===== src/rtl/pov_clock_pkg.sv =====
// ---------------------------------------------------------------------------
// pov_clock_pkg
//   Shared definitions for the POV clock timekeeping and display stages.
//   - DIGIT_W      : width of every digit port handed to the display stage
//   - BCD_W        : width of a raw BCD digit
//   - SEC_MAX, MIN_MAX, HR_MAX : wrap limits of each two-digit field
//   - bcd_pair_t   : tens/ones pair of one two-digit BCD field
//   - bcd_pad()    : zero-extends a raw BCD digit to DIGIT_W
// ---------------------------------------------------------------------------
package pov_clock_pkg;

  localparam int DIGIT_W = 5;
  localparam int BCD_W   = 4;

  localparam int SEC_MAX = 59;
  localparam int MIN_MAX = 59;
  localparam int HR_MAX  = 23;

  typedef struct packed {
    logic [BCD_W-1:0] tens;
    logic [BCD_W-1:0] ones;
  } bcd_pair_t;

  function automatic logic [DIGIT_W-1:0] bcd_pad(input logic [BCD_W-1:0] digit);
    return {{(DIGIT_W - BCD_W){1'b0}}, digit};
  endfunction

endpackage


===== src/rtl/bcd_mod_counter.sv =====
// ---------------------------------------------------------------------------
// bcd_mod_counter
//   Two-digit BCD counter that wraps from MAX_VALUE back to 00. The ones digit
//   wraps at 9 everywhere except at the top value, where both digits wrap.
//   Ports:
//     sys_clk, rst_n : clock, asynchronous active-low reset
//     inc            : advance by one on this edge
//     clr            : force 00 on this edge (wins over inc)
//     carry          : combinational, high when inc is wrapping MAX_VALUE to 00
//     tens, ones     : registered BCD digits
// ---------------------------------------------------------------------------
module bcd_mod_counter
  import pov_clock_pkg::*;
#(
  parameter int MAX_VALUE = 59
) (
  input  logic             sys_clk,
  input  logic             rst_n,
  input  logic             inc,
  input  logic             clr,
  output logic             carry,
  output logic [BCD_W-1:0] tens,
  output logic [BCD_W-1:0] ones
);

  localparam logic [BCD_W-1:0] TENS_MAX = BCD_W'(MAX_VALUE / 10);
  localparam logic [BCD_W-1:0] ONES_MAX = BCD_W'(MAX_VALUE % 10);

  bcd_pair_t r_q;
  logic      w_at_max;

  assign w_at_max = (r_q.tens == TENS_MAX) && (r_q.ones == ONES_MAX);
  // clr wins, so a cleared field never reports a wrap upstream.
  assign carry    = inc && !clr && w_at_max;

  // NOTE: state registers use non-blocking assignments so every flop samples
  // the pre-edge values, independent of statement or block order.
  always_ff @(posedge sys_clk or negedge rst_n) begin
    if (!rst_n) begin
      r_q <= '0;
    end else if (clr) begin
      r_q <= '0;
    end else if (inc) begin
      if (w_at_max) begin
        r_q <= '0;
      end else if (r_q.ones == BCD_W'(9)) begin
        r_q.ones <= '0;
        r_q.tens <= r_q.tens + BCD_W'(1);
      end else begin
        r_q.ones <= r_q.ones + BCD_W'(1);
      end
    end
  end

  assign tens = r_q.tens;
  assign ones = r_q.ones;

endmodule


===== src/rtl/bcd_time_counter.sv =====
// ---------------------------------------------------------------------------
// bcd_time_counter
//   Divides sys_clk into a one-second tick and keeps 24-hour HH:MM:SS time as
//   six BCD digits. Manual pulses advance hours/minutes and zero the seconds.
//   Ports:
//     sys_clk, rst_n          : clock, asynchronous active-low reset
//     run_en                  : high lets time advance, low freezes prescaler
//     inc_hours, inc_minutes  : one increment per cycle sampled high
//     zero_seconds            : clears seconds and the prescaler
//     hours_/minutes_/seconds_ tens/ones : registered BCD digits, 5 bits each
//     sec_tick                : registered one-cycle pulse per prescaler wrap
// ---------------------------------------------------------------------------
module bcd_time_counter
  import pov_clock_pkg::*;
#(
  parameter int CLOCKS_PER_SEC = 50_000_000,
  parameter int PRESCALE_W     = $clog2(CLOCKS_PER_SEC)
) (
  input  logic               sys_clk,
  input  logic               rst_n,
  input  logic               run_en,
  input  logic               inc_hours,
  input  logic               inc_minutes,
  input  logic               zero_seconds,
  output logic [DIGIT_W-1:0] hours_tens,
  output logic [DIGIT_W-1:0] hours_ones,
  output logic [DIGIT_W-1:0] minutes_tens,
  output logic [DIGIT_W-1:0] minutes_ones,
  output logic [DIGIT_W-1:0] seconds_tens,
  output logic [DIGIT_W-1:0] seconds_ones,
  output logic               sec_tick
);

  localparam logic [PRESCALE_W-1:0] PRESCALE_LAST = PRESCALE_W'(CLOCKS_PER_SEC - 1);

  logic [PRESCALE_W-1:0] r_prescale;
  logic                  r_sec_tick;

  logic      w_wrap;
  logic      w_tick;
  logic      w_sec_carry;
  logic      w_min_inc;
  logic      w_min_carry_raw;
  logic      w_min_carry;
  logic      w_hr_inc;
  logic      w_unused_day_carry;
  bcd_pair_t w_sec;
  bcd_pair_t w_min;
  bcd_pair_t w_hr;

  assign w_wrap = run_en && (r_prescale == PRESCALE_LAST);
  // zero_seconds discards a coinciding tick together with its carry.
  assign w_tick = w_wrap && !zero_seconds;

  always_ff @(posedge sys_clk or negedge rst_n) begin
    if (!rst_n) begin
      r_prescale <= '0;
      r_sec_tick <= 1'b0;
    end else begin
      r_sec_tick <= w_tick;
      if (zero_seconds) begin
        r_prescale <= '0;
      end else if (run_en) begin
        r_prescale <= w_wrap ? '0 : r_prescale + PRESCALE_W'(1);
      end
    end
  end

  // Carries settle combinationally within one edge, so 23:59:59 -> 00:00:00
  // lands on the same edge as sec_tick. ORing a carry with a manual pulse
  // gives a single increment when both arrive together.
  assign w_min_inc   = w_sec_carry | inc_minutes;
  // A manual minute step never reaches hours, even if it coincides with a
  // seconds carry that wraps 59 -> 00.
  assign w_min_carry = w_min_carry_raw & ~inc_minutes;
  assign w_hr_inc    = w_min_carry | inc_hours;

  bcd_mod_counter #(.MAX_VALUE(SEC_MAX)) u_seconds (
    .sys_clk (sys_clk),
    .rst_n   (rst_n),
    .inc     (w_tick),
    .clr     (zero_seconds),
    .carry   (w_sec_carry),
    .tens    (w_sec.tens),
    .ones    (w_sec.ones)
  );

  bcd_mod_counter #(.MAX_VALUE(MIN_MAX)) u_minutes (
    .sys_clk (sys_clk),
    .rst_n   (rst_n),
    .inc     (w_min_inc),
    .clr     (1'b0),
    .carry   (w_min_carry_raw),
    .tens    (w_min.tens),
    .ones    (w_min.ones)
  );

  // Midnight wrap produces no further carry; the hours carry is not consumed.
  bcd_mod_counter #(.MAX_VALUE(HR_MAX)) u_hours (
    .sys_clk (sys_clk),
    .rst_n   (rst_n),
    .inc     (w_hr_inc),
    .clr     (1'b0),
    .carry   (w_unused_day_carry),
    .tens    (w_hr.tens),
    .ones    (w_hr.ones)
  );

  // Digits come straight from counter flops; padding adds no logic.
  assign hours_tens   = bcd_pad(w_hr.tens);
  assign hours_ones   = bcd_pad(w_hr.ones);
  assign minutes_tens = bcd_pad(w_min.tens);
  assign minutes_ones = bcd_pad(w_min.ones);
  assign seconds_tens = bcd_pad(w_sec.tens);
  assign seconds_ones = bcd_pad(w_sec.ones);
  assign sec_tick     = r_sec_tick;

endmodule


===== config.mk =====
export PLATFORM = sky130hd
export DESIGN_NAME = bcd_time_counter
export DESIGN_NICKNAME = d
export VERILOG_FILES = /design/src/rtl/pov_clock_pkg.sv /design/src/rtl/bcd_mod_counter.sv /design/src/rtl/bcd_time_counter.sv
export SDC_FILE = /design/constraint.sdc
export NUM_CORES = 1
export LEC_CHECK = 0
export ABC_AREA = 1
export BUFFER_PORTS_ARGS = -buffer_cell sky130_fd_sc_hd__buf_4
export CORE_MARGIN = 2
export CORE_UTILIZATION = 56
export DETAILED_ROUTE_END_ITERATION = 8
export PLACE_DENSITY = 0.81
export SLEW_MARGIN = 20
export SYNTH_ARGS = -nofsm -noshare
export SYNTH_HDL_FRONTEND = slang
export SYNTH_HIERARCHICAL = 1
export SYNTH_SLANG_ARGS = --single-unit

===== constraint.sdc =====
create_clock -name sys_clk -period 8.3 [get_ports sys_clk]
set_clock_uncertainty 0.2 [all_clocks]
set_input_delay 1.245 -clock sys_clk [delete_from_list [all_inputs] [get_ports sys_clk]]
set_output_delay 1.245 -clock sys_clk [all_outputs]
set_load 0.03 [all_outputs]

==> out/qor_table.md, run 1 <==
| Quantity | Value | Unit |
|:---|:---|:---|
| Result of the run | completed | - |
| Data required, critical path | 8.30 | ns |
| Worst hold start | r_prescale[25]$_DFFE_PN0P_ | - |
| DR iter-0 viols | 173 | - |
| Final Hold Viols | 0 | - |
| Average instance area after synthesis | 7.26 | um2 |
| Vias post-DR | 2976 | - |
| Clock edge transition at the registers on the reported setup and hold paths | 0.10 | ns |
| Final number of setup-violating endpoints | 0 | - |
| Worst Setup End Kind | flip-flop | - |
| RSZ-0062 raised after global routing | no | - |
| Drc violations | 0 | - |
| Total setup buffers inserted after CTS | 0 | - |
| Met2 usage | 40.0 | % |
| Register-to-register path setup slack | 5.03 | ns |
| Port Buffers | 30 | - |
| Critical register-to-register path endpoint | u_hours/ones[2]$_DFFE_PN0P_ | - |
| Root Buffer | sky130_fd_sc_hd__clkbuf_8 | - |
| Number of rows in the core area | 28 | - |
| Io pins | 37 | - |
| Synthesis-to-finish area growth | 11.4 | % |
| Horiz. Die Dim | 81.9 | um |
| Starting Density | 57.7 | % |
| Pwr per Cell Area | 138 | nW/um2 |
| Count of instances resized after the clock tree is built | 0 | - |
| Setup TNS after final layout | 0 | ns |
| Critical Path End | u_hours/ones[2]$_DFFE_PN0P_ | - |
| Delay of the slowest cell on the worst path | 0.39 | ns |
| Most heavily used metal layer in global routing | met2 | - |
| Post-Syn Area | 3400 | um2 |
| Aggregate routed wire length | 7260 | um |
| Actual transition at the worst max-transition pin | 0.692 | ns |
| Sinks on the clock net | 51 | - |
| CP Class | in -> reg | - |
| Overall die area | 6710 | um2 |
| CTS Buffer Depth | 2 | - |
| Number of buffers added by the clock tree synthesis step | 5 | - |
| Number of antenna-violating nets in the routed design | 0 | - |
| Maximum number of pins on one net before global-route repair | 52 | - |
| Clock tree from TritonCTS | built | - |
| First-pass GRT wire length | 12000 | um |
| Met3 layer usage reported by global route | 3.30 | % |
| Number of H-tree levels | 2 | - |
| Antenna diodes | 0 | - |
| Final-layout worst hold slack | 0.362 | ns |
| Fraction of met1 tracks used by global routing | 30.8 | % |
| Vias per cell | 5.10 | - |
| Slew headroom | 53.8 | % |
| CP Max Fanout | 6 | - |
| Cell occurring most often along the worst timing path | sky130_fd_sc_hd__nand2_1 | - |
| Core area | 5890 | um2 |
| Final routed wire length divided by cell count | 12.5 | um |
| Reg-to-reg critical path startpoint | r_prescale[7]$_DFFE_PN0P_ | - |
| Total of hold buffers inserted after clock tree synthesis | 0 | - |
| # Max-Cap Violations | 0 | - |
| Worst min path class | reg -> reg | - |
| Layout cell share with drive strength beyond 1 | 15.6 | % |
| CP startpoint | run_en | - |
| Crit start category | input port | - |
| Clock insertion delay at the later pin of the skew report | 0.30 | ns |
| Count of cells along the worst register-to-register path | 21 | - |
| Share of the clock period used by the worst path | 44.0 | % |
| Max Clock Freq | 274 | MHz |
| Max stage delay cell, worst path | sky130_fd_sc_hd__nor4_1 | - |
| Data arrival time of the critical path | 3.66 | ns |
| Estimated wirelength of the detail-placed design | 5640 | um |
| IR drop worst, VDD | 0.0895 | mV |
| GPL Wtd Cong | 0.969 | - |
| Die extent in y | 81.9 | um |
| Count of nets after finishing | 527 | - |
| Total congestion overflow | 0 | - |
| Via count of the first global-routing pass | 2584 | - |
| Most common cell after layout, fill and taps aside | sky130_fd_sc_hd__nand2_1 | - |
| Number of pins exceeding their max-slew limit in the final report | 0 | - |
| Antenna violations before repair | 0 | - |
| Number of cells produced by synthesis | 468 | - |
| Highest-count cells in the layout ignoring fill and taps | sky130_fd_sc_hd__nand2_1, sky130_fd_sc_hd__nor2_1, sky130_fd_sc_hd__inv_1 | - |
| Number of warnings issued by yosys | 6 | - |
| Total track usage | 23.3 | % |
| Series of cell instances along the critical path | buf_4, inv_1, nor3_1, nand3_1, nor4_1, nand2_1, inv_1, nand2_1, nor2_1, or2_2, nand2_1, inv_1, nand2_1, nor2_1, inv_1, o21bai_1, nor2_4, inv_4, nand2_1, xor2_1, nor2_2 | - |
| Total leakage power | 1.86 | nW |
| Final critical path time including I/O delays and setup | 3.66 | ns |
| First-pass detailed-route iteration total | 4 | - |
==> per-stage QoR <==
step           area [um2]  setup WS (ns)  cells  util [%]  total power [mW]
2_1_floorplan        3430           4.86    478         -             0.345
3_3_place_gp         3680           4.52    575      62.6             0.371
3_5_place_dp         3680           4.34    575      62.6             0.375
4_1_cts              3780           4.66    583      64.3             0.528
5_1_grt              3780           4.32    583      64.3             0.553
6_report             3780           4.64    583      64.3             0.523
==> worst max-delay path: cells and delay by family <==
family / cells / cell delay [ns]
AND/OR/NAND/NOR: 13 / 1.53
AO/OA/AOI/OAI: 1 / 0.28
XOR/XNOR: 1 / 0.17
buffers and inverters: 6 / 0.44
==> flip-flops by register name, indices dropped and copies added (netlist names) <==
register,flops
u_minutes/ones,4
r_prescale,26
u_hours/ones,4
u_seconds/ones,4
u_seconds/tens,4
sec_tick,1
u_minutes/tens,4
u_hours/tens,4
==> cell type report <==
class                           instances  area [um2]
Tap cell                               75        93.8
Sequential cell                        51        1280
Multi-Input combinational cell        361        1870
Fill cell                             547        2100
Clock buffer                            6        82.6
Clock inverter                          2        16.3
Inverter                               58         220
Timing Repair Buffer                   30         225
==> power breakdown <==
part	switching, mW	internal, mW
sequential	0.0172	0.260
clock	0.0852	0.0682
combinational	0.0610	0.0309
==> routing by layer <==
metal / vias to the layer above / routed length (um)
met5: - / 0
met4: 0 / 115
met3: 11 / 342
met2: 76 / 3550
met1: 1384 / 3250
li1: 1505 / -
==> how the worst min path moves through the flow <==
stage                                                to  slack, ns  cells after the start
final                        r_prescale[25]$_DFFE_PN0P_       0.36                      2
after global routing      u_seconds/tens[3]$_DFFE_PN0P_       0.39                      2
after CTS                    r_prescale[25]$_DFFE_PN0P_       0.37                      2
after detailed placement     r_prescale[25]$_DFFE_PN0P_       0.34                      2
after global placement    u_minutes/tens[3]$_DFFE_PN0P_       0.31                      2
after floorplan              r_prescale[25]$_DFFE_PN0P_       0.29                      2
No activity file was read; power rests on OpenSTA's default activity.
==> run 2: changes to the inputs <==
--- a/config.mk
+++ b/config.mk
@@ -5,12 +5,12 @@
 export SDC_FILE = /design/constraint.sdc
 export NUM_CORES = 1
 export LEC_CHECK = 0
-export ABC_AREA = 1
+export ABC_AREA = 0
 export BUFFER_PORTS_ARGS = -buffer_cell sky130_fd_sc_hd__buf_4
 export CORE_MARGIN = 2
-export CORE_UTILIZATION = 56
+export CORE_UTILIZATION = 53
 export DETAILED_ROUTE_END_ITERATION = 8
-export PLACE_DENSITY = 0.81
+export PLACE_DENSITY = 0.8
 export SLEW_MARGIN = 20
 export SYNTH_ARGS = -nofsm -noshare
 export SYNTH_HDL_FRONTEND = slang
==> constraint.sdc (replaced) <==
create_clock -name sys_clk -period 3.15 [get_ports sys_clk]
set_clock_uncertainty 0.2 [all_clocks]
set_input_delay 0.4725 -clock sys_clk [delete_from_list [all_inputs] [get_ports sys_clk]]
set_output_delay 0.4725 -clock sys_clk [all_outputs]
set_load 0.03 [all_outputs]
==> run 2 against run 1 <==
The run now ends with hold timing, setup timing left; clock-buffer cell count is the same; critical endpoint is now u_hours/tens[3]$_DFFE_PN0P_; first-iteration DRC count grew 25%; non-clock buffer count rose by 35; synthesized cell count decreased by 27%; sequential share of layout area fell by 0.60 points; clock power grew to 2.9 times the previous value; register-to-register slack lost 5.0 ns; critical path type is now reg -> reg.
==> out/qor_table.md, run 2 <==
| Quantity | Value | Unit | vs previous |
|:---|:---|:---|:---|
| Result of the run | finished with violations | - |  |
| Failing checks | hold timing, setup timing | - |  |
| Clock tree from TritonCTS | built | - |  |
| Share of total power in the clock network | 36.2 | % | +6.9 points |
| Overall die area | 6620 | um2 | -1.3% |
| Sinks on the clock net | 51 | - | unchanged |
| Clock insertion delay at the later pin of the skew report | 0.31 | ns | about the same |
| Layout cell share with drive strength beyond 1 | 24.6 | % | +9.1 points |
| Met3 WL post-DR | 340 | um | -0.58% |
| Most common cell after layout, fill and taps aside | sky130_fd_sc_hd__buf_4 | - |  |
| Total congestion overflow | 0 | - | unchanged |
| Via count of the first global-routing pass | 2555 | - | -1.1% |
| Cell area after placement | 3660 | um2 | -0.78% |
| CTS Buffer Depth | 2 | - | unchanged |
| Die extent in y | 81.4 | um | -0.64% |
| Number of buffers added by the clock tree synthesis step | 5 | - | unchanged |
| Max Clock Freq | 316 | MHz |  |
| GPL Wtd Cong | 0.803 | - | -17% |
| DR iter-0 viols | 217 | - | +25% |
| Net load switching power | 0.306 | mW | +88% |
| First-pass detailed-route iteration total | 5 | - | +1 |
| Detailed-routing wirelength on met1 | 3280 | um | +0.71% |
| Net switching share of the total power | 24.6 | % | -6.6 points |
| Drc violations | 0 | - | unchanged |
| CP Class | reg -> reg | - |  |
| Clock edge transition at the registers on the reported setup and hold paths | 0.09 | ns | about the same |
| Worst min path class | in -> async | - |  |
| Count of nets after finishing | 426 | - | -19% |
| RSZ-0062 raised after global routing | yes | - |  |
| Number of H-tree levels | 2 | - | unchanged |
| Post-layout total power | 1.25 | mW | +140% |
| Top layer in use | met4 | - |  |
| Antenna violations before repair | 0 | - | unchanged |
| Final std cell area, no fill | 3850 | um2 | +1.8% |
| Combinational share of power | 9.8 | % | -7.8 points |
| Synthesis-to-finish area growth | 21.5 | % |  |
| Final Hold Viols | 41 | - | +41 |
| Number of cells produced by synthesis | 341 | - | -27% |
| Worst slack, placed | -0.151 | ns | -4.49 ns |
| Setup TNS after final layout | -0.0262 | ns | -0.0262 ns |
| Core area | 5850 | um2 | -0.60% |
| Slew headroom | 56.9 | % | +3.0 points |
| Maximum number of pins on one net before global-route repair | 52 | - | unchanged |
| Total of hold buffers inserted after clock tree synthesis | 0 | - | unchanged |
| Root Buffer | sky130_fd_sc_hd__clkbuf_8 | - |  |
| Aggregate routed wire length | 7380 | um | +1.6% |
| Horiz. Die Dim | 81.4 | um | -0.64% |
| Data arrival time of the critical path | 3.16 | ns | -0.50 ns |
| Flop pwr share | 54.0 | % | +0.9 points |
| Share of the clock period used by the worst path | 101 | % |  |
| Register-to-register path setup slack | -0.02 | ns | -5.05 ns |
| Crit start category | flip-flop | - |  |
| Util after Layout | 65.8 | % | +1.6 points |
| Vias post-DR | 2836 | - | -4.7% |
| Final number of setup-violating endpoints | 2 | - | +2 |
| Post-Layout Cell Count | 481 | - | -17% |
| Final Worst Setup Slack | -0.0181 | ns | -4.66 ns |
| Estimated wirelength of the detail-placed design | 5050 | um | -10% |
| IR drop worst, VDD | 0.196 | mV | +120% |
| Average instance area after synthesis | 9.30 | um2 | +28% |
| Actual transition at the worst max-transition pin | 0.647 | ns | -0.0443 ns |
| Routed wire length on met2 | 3650 | um | +2.8% |
| Number of antenna-violating nets in the routed design | 0 | - | unchanged |
| Pwr per Cell Area | 323 | nW/um2 | +130% |
| Number of pins exceeding their max-slew limit in the final report | 0 | - | unchanged |
| Data required, critical path | 3.15 | ns | -5.15 ns |
| Final-layout worst hold slack | -0.0154 | ns | -0.377 ns |
| Io pins | 37 | - | unchanged |
| CP Max Fanout | 2 | - | -4 |
| Total leakage power | 1.69 | nW | -8.9% |
| # Max-Cap Violations | 0 | - | unchanged |
| Number of warnings issued by yosys | 6 | - | unchanged |
| Number of rows in the core area | 28 | - | unchanged |
| Largest register by flop count | r_prescale | - |  |
| Final critical path time including I/O delays and setup | 3.17 | ns |  |
| Highest-count cells in the layout ignoring fill and taps | sky130_fd_sc_hd__buf_4, sky130_fd_sc_hd__dfrtp_1, sky130_fd_sc_hd__nor2_1 | - |  |
| Port Buffers | 30 | - | unchanged |
| First-pass GRT wire length | 12000 | um | -0.23% |
| Int Pwr | 0.939 | mW | +160% |
| Antenna diodes | 0 | - | unchanged |
| Post-Syn Area | 3170 | um2 | -6.6% |
| Worst Setup End Kind | flip-flop | - |  |
| Total track usage | 23.3 | % | +0.060 points |
| Number of flip-flops under the largest register name | 26 | - | unchanged |
| Total placed cells including tap cells | 468 | - | -19% |
| Starting Density | 54.2 | % | -3.5 points |
| Vias per cell | 5.90 | - | +16% |
| Final routed wire length divided by cell count | 15.3 | um | +23% |
run 2: cell count changes in the layout (fill, tap and decap cells not counted), sizes merged, moves of 10 or more:
| cell | before | now |
|---|---|---|
| a21oi | 8 | 21 |
| nand3 | 39 | 16 |
| nand2 | 150 | 24 |
| buf | 30 | 65 |
| inv | 58 | 13 |
| nor2 | 91 | 29 |
| xor2 | 16 | 6 |
| o21ai | 2 | 14 |
| nand3b | 0 | 11 |
run 2: critical path, cell delays in order, from the launching register on:
cell	delay, ns
sky130_fd_sc_hd__dfrtp_1	0.43
sky130_fd_sc_hd__nor4bb_4	0.35
sky130_fd_sc_hd__nand4_1	0.25
sky130_fd_sc_hd__nor3_4	0.20
sky130_fd_sc_hd__nand4b_1	0.16
sky130_fd_sc_hd__nor3_1	0.17
sky130_fd_sc_hd__or2_4	0.15
sky130_fd_sc_hd__nand4b_1	0.13
sky130_fd_sc_hd__nor3_2	0.18
sky130_fd_sc_hd__a21o_1	0.18
sky130_fd_sc_hd__and4b_4	0.25
sky130_fd_sc_hd__nand4_1	0.12
sky130_fd_sc_hd__mux2_4	0.31
run 2: what timing repair did:
| action | in CTS | in global routing |
|---|---|---|
| gates resized for setup | 3 | 6 |
| setup buffers | 0 | 6 |
| pin swaps | 2 | 3 |
| setup endpoints to repair | 6 | 6 |
run 2: worst paths after layout:
check / cells past startpoint / to / startpoint
setup / recovery: 12 / u_hours/tens[3]$_DFFE_PN0P_ / r_prescale[8]$_DFFE_PN0P_
hold / removal: 1 / u_hours/ones[0]$_DFFE_PN0P_ / rst_n
setup reg to reg: 12 / u_hours/tens[3]$_DFFE_PN0P_ / r_prescale[8]$_DFFE_PN0P_
hold reg to reg: 2 / r_prescale[14]$_DFFE_PN0P_ / r_prescale[14]$_DFFE_PN0P_
max in group asynchronous: 1 / sec_tick$_DFF_PN0_ / rst_n
min in group sys_clk: 2 / r_prescale[21]$_DFFE_PN0P_ / zero_seconds
run 2: routing by layer:
layer | track usage, % | vias to the layer above
met3 | 4.56 | 15
met1 | 31.1 | 1386
met2 | 38.5 | 79
met5 | 0 | -
li1 | - | 1356
met4 | 6.61 | 0
run 2: final cells by class:
cell class / instances / area [um2]
fill: 467 / 2000
multi-input combinational: 269 / 1840
sequential: 51 / 1280
timing repair buffer: 65 / 492
tap: 75 / 93.8
clock buffer: 6 / 72.6
inverter: 14 / 52.6
clock inverter: 1 / 30.0
run 2: power groups by stage:
stage | Sequential [mW] | Clock (mW) | Combinational (mW)
after global routing | 0.675 | 0.491 | 0.134
after floorplan | 0.696 | 0 | 0.0621
after detailed placement | 0.685 | 0 | 0.118
after global placement | 0.685 | 0 | 0.116
final | 0.673 | 0.451 | 0.122
after CTS | 0.673 | 0.457 | 0.119
==> run 3: changes to the inputs <==
--- a/config.mk
+++ b/config.mk
@@ -7,12 +7,13 @@
 export LEC_CHECK = 0
 export ABC_AREA = 0
 export BUFFER_PORTS_ARGS = -buffer_cell sky130_fd_sc_hd__buf_4
+export CELL_PAD_IN_SITES_DETAIL_PLACEMENT = 1
+export CELL_PAD_IN_SITES_GLOBAL_PLACEMENT = 2
 export CORE_MARGIN = 2
-export CORE_UTILIZATION = 53
+export CORE_UTILIZATION = 33
 export DETAILED_ROUTE_END_ITERATION = 8
 export PLACE_DENSITY = 0.8
 export SLEW_MARGIN = 20
 export SYNTH_ARGS = -nofsm -noshare
 export SYNTH_HDL_FRONTEND = slang
-export SYNTH_HIERARCHICAL = 1
 export SYNTH_SLANG_ARGS = --single-unit
==> run 3 against run 2 <==
Design area shrank 12%; combinational power increased to 4.8 times the previous value; via count shrank 17%; largest cell class unchanged; non-clock buffer count shrank 25; core utilization decreased by 26 points; the flow finishes with violations (hold timing); clock-buffer cell count rose by 1; sequential share of layout area is 4.4 points higher; critical path type unchanged; highest routed layer unchanged; first-iteration DRC count down 51%; total power increased by 50%; final cell count decreased by 6.7%.
==> out/qor_table.md, run 3 <==
| Quantity | Value | Unit | vs previous |
|:---|:---|:---|:---|
| Setup TNS after final layout | 0 | ns | +0.0262 ns |
| Number of buffers added by the clock tree synthesis step | 5 | - | unchanged |
| Estimated wirelength of the detail-placed design | 4900 | um | -3.1% |
| Fillcell total | 1016 | - | +120% |
| Data arrival time of the critical path | 2.95 | ns | -0.21 ns |
| Cell type group with the largest total delay on the critical path | simple AND/OR/NAND/NOR gates | - |  |
| Overall die area | 9580 | um2 | +45% |
| First-pass detailed-route iteration total | 4 | - | -1 |
| Series of cell instances along the critical path | or4b_1, or4_1, or3_1, or4_1, a21oi_1 | - |  |
| Total track usage | 15.0 | % | -8.3 points |
| Crit start category | flip-flop | - |  |
| Aggregate routed wire length | 6960 | um | -5.7% |
| Total of hold buffers inserted after clock tree synthesis | 0 | - | unchanged |
| Critical register-to-register path endpoint | u_seconds.tens[1]$_DFFE_PN0P_ | - |  |
| Number of antenna-violating nets in the routed design | 0 | - | unchanged |
| Final-layout worst hold slack | -0.0195 | ns | -0.00414 ns |
| Number of warnings issued by yosys | 0 | - | -6 |
| Die extent in y | 97.9 | um | +20% |
| Via count of the first global-routing pass | 2341 | - | -8.4% |
| Final critical path time including I/O delays and setup | 2.91 | ns | -0.256 ns |
| Number of pins exceeding their max-slew limit in the final report | 0 | - | unchanged |
| IR drop worst, VDD | 0.235 | mV | +20% |
| Share of the clock period used by the worst path | 92.4 | % | -8.1 points |
| Synth area leader | sky130_fd_sc_hd__dfrtp_1 | - |  |
| Synthesis-to-finish area growth | 16.9 | % |  |
| GPL Wtd Cong | 0.770 | - | -4.1% |
| Most used standard cells in the synthesized netlist | sky130_fd_sc_hd__dfrtp_1, sky130_fd_sc_hd__nor2_1, sky130_fd_sc_hd__nand2_1, sky130_fd_sc_hd__xnor2_1 | - |  |
| Number of rows in the core area | 34 | - | +21% |
| CP Class | reg -> reg | - |  |
| Number of H-tree levels | 2 | - | unchanged |
| Flip-flop and latch count after synthesis | 51 | - |  |
| Total setup buffers inserted after CTS | 0 | - | unchanged |
| CP Max Fanout | 7 | - | +5 |
| Starting Density | 33.7 | % | -21 points |
| Count of buffer and inverter cells on the critical path | 0 | - | unchanged |
| RSZ-0062 raised after global routing | no | - |  |
| Sequential share of the synthesized area | 43.9 | % |  |
| Horiz. Die Dim | 97.9 | um | +20% |
| Count of nets after finishing | 357 | - | -16% |
| Pwr per Cell Area | 548 | nW/um2 | +70% |
| DR iter-0 viols | 107 | - | -51% |
| Max stage delay cell, worst path | sky130_fd_sc_hd__or4_1 | - |  |
| Register-to-register path setup slack | 0.24 | ns | +0.26 ns |
| Slew headroom | 55.1 | % | -1.8 points |
| Actual transition at the worst max-transition pin | 0.674 | ns | +0.0267 ns |
| Result of the run | finished with violations | - |  |
| Post-Syn Area | 2910 | um2 | -8.3% |
| Final routed wire length divided by cell count | 15.5 | um | +1.1% |
| Final Hold Viols | 9 | - | -78% |
| Vias post-DR | 2362 | - | -17% |
| Clock insertion delay at the later pin of the skew report | 0.31 | ns | about the same |
| Data required, critical path | 3.19 | ns | +0.04 ns |
| Number of flip-flops under the largest register name | 26 | - | unchanged |
| Highest-count cells in the layout ignoring fill and taps | sky130_fd_sc_hd__dfrtp_1, sky130_fd_sc_hd__nor2_1, sky130_fd_sc_hd__buf_4 | - |  |
| Max Clock Freq | 343 | MHz | +8.8% |
| # Max-Cap Violations | 0 | - | unchanged |
| Number of enable-type register cells in the synthesized netlist | 0 | - |  |
| Most common cell after layout, fill and taps aside | sky130_fd_sc_hd__dfrtp_1 | - |  |
| Antenna diodes | 0 | - | unchanged |
| Port Buffers | 30 | - | unchanged |
| Sinks on the clock net | 51 | - | unchanged |
| Final number of setup-violating endpoints | 0 | - | -2 |
| Worst Setup End Kind | flip-flop | - |  |
| CTS Buffer Depth | 2 | - | unchanged |
| Share of Yosys cell area claimed by the top area cell type | 43.9 | % |  |
| Failing checks | hold timing | - |  |
| Drc violations | 0 | - | unchanged |
| Core area | 8640 | um2 | +48% |
| Delay of the slowest cell on the worst path | 0.63 | ns | +0.20 ns |
| Number of cells produced by synthesis | 302 | - | -11% |
| Most frequent cell after synthesis | sky130_fd_sc_hd__dfrtp_1 | - |  |
| Root Buffer | sky130_fd_sc_hd__clkbuf_8 | - |  |
| Dominant register cell in the synthesized netlist | sky130_fd_sc_hd__dfrtp_1 | - |  |
| Yosys cell types | 50 | - |  |
| Total leakage power | 1.43 | nW | -15% |
| Cell occurring most often along the worst timing path | sky130_fd_sc_hd__or4_1 | - |  |
| Average instance area after synthesis | 9.63 | um2 | +3.6% |
| Reg-to-reg critical path startpoint | r_prescale[16]$_DFFE_PN0P_ | - |  |
| Largest register by flop count | r_prescale | - |  |
| Worst min path class | in -> async | - |  |
| Layout cell share with drive strength beyond 1 | 19.6 | % | -5.0 points |
| Total congestion overflow | 0 | - | unchanged |
| First-pass GRT wire length | 11900 | um | -0.86% |
| Maximum number of pins on one net before global-route repair | 52 | - | unchanged |
| Clock edge transition at the registers on the reported setup and hold paths | 0.10 | ns | about the same |
| Post-synthesis async set-or-reset flop share | 100 | % |  |
| Vias per cell | 5.26 | - | -11% |
| Clock tree from TritonCTS | built | - |  |
| Count of instances resized after the clock tree is built | 0 | - | -3 |
| Antenna violations before repair | 0 | - | unchanged |
| Largest cells by area after synthesis | sky130_fd_sc_hd__dfrtp_1, sky130_fd_sc_hd__nor2_1, sky130_fd_sc_hd__ha_1 | - |  |
| Count of cells along the worst register-to-register path | 5 | - | -7 |
| Io pins | 37 | - | unchanged |
[run 3: cell types whose count changed in the layout (fill, tap and decap cells not counted), sizes merged, moves of 7 or more]
cell,change
buf,-25
nor2,+14
a21oi,-12
nand3b,-9
nand4,-9
conb,-8
mux2,+7
xnor2,+7
[run 3: layer usage]
metal	up-vias	GRT usage (%)	part of all wire (%)
met2	38	24.0	48
met1	1171	20.9	47
met4	0	4.49	1.3
met3	8	2.72	3.6
met5	-	0	0
li1	1145	-	-
[run 3: cell type report]
type                            instances  area, um2  area share, %
Multi-Input combinational cell        232       1530           45.1
Sequential cell                        51       1280           37.5
Timing Repair Buffer                   40        313           9.20
Tap cell                              108        135           3.97
Clock buffer                            7       96.3           2.83
Inverter                               10       37.5           1.10
Clock inverter                          1       7.51          0.221
[run 3: report_power, final]
group          internal, mW  switching [mW]
clock                 0.200           0.228
sequential            0.735           0.120
combinational         0.252           0.329
total                  1.19           0.677
[run 3: worst max path at each step]
| stage | from | slack, ns | to | cells past startpoint |
|---|---|---|---|---|
| 6_report | r_prescale[16]$_DFFE_PN0P_ | 0.24 | u_seconds.tens[1]$_DFFE_PN0P_ | 5 |
| 5_1_grt | r_prescale[16]$_DFFE_PN0P_ | 0.09 | u_seconds.tens[0]$_DFFE_PN0P_ | 5 |
| 4_1_cts | r_prescale[16]$_DFFE_PN0P_ | 0.24 | u_seconds.tens[1]$_DFFE_PN0P_ | 5 |
| 3_5_place_dp | r_prescale[16]$_DFFE_PN0P_ | 0.27 | u_seconds.tens[0]$_DFFE_PN0P_ | 5 |
| 3_3_place_gp | r_prescale[16]$_DFFE_PN0P_ | 0.32 | u_seconds.tens[1]$_DFFE_PN0P_ | 5 |
| 2_1_floorplan | r_prescale[16]$_DFFE_PN0P_ | 0.38 | u_seconds.tens[0]$_DFFE_PN0P_ | 7 |
[run 3: stage by stage]
step                total power [mW]  cells  worst slack [ns]  cell area [um2]  utilization [%]
global route                    1.99    449            0.0950             3400             39.4
detailed placement              1.46    441             0.274             3300             38.2
finish                          1.86    449             0.238             3400             39.4
floorplan                       1.24    307             0.385             2930                -
global placement                1.44    441             0.318             3300             38.2
CTS                             1.89    449             0.242             3400             39.4
[run 3: kinds of logic after synthesis]
logic type               Yosys count  synth area share [%]
buffers and inverters             24                  4.04
flip-flops                        51                  43.9
adder cells (fa/ha/maj)           11                  4.73
multiplexers                      13                  4.90
XOR/XNOR                          27                  8.13
AND/OR/NAND/NOR                  138                  25.7
AO/OA/AOI/OAI                     37                  8.47
other                              1                 0.129
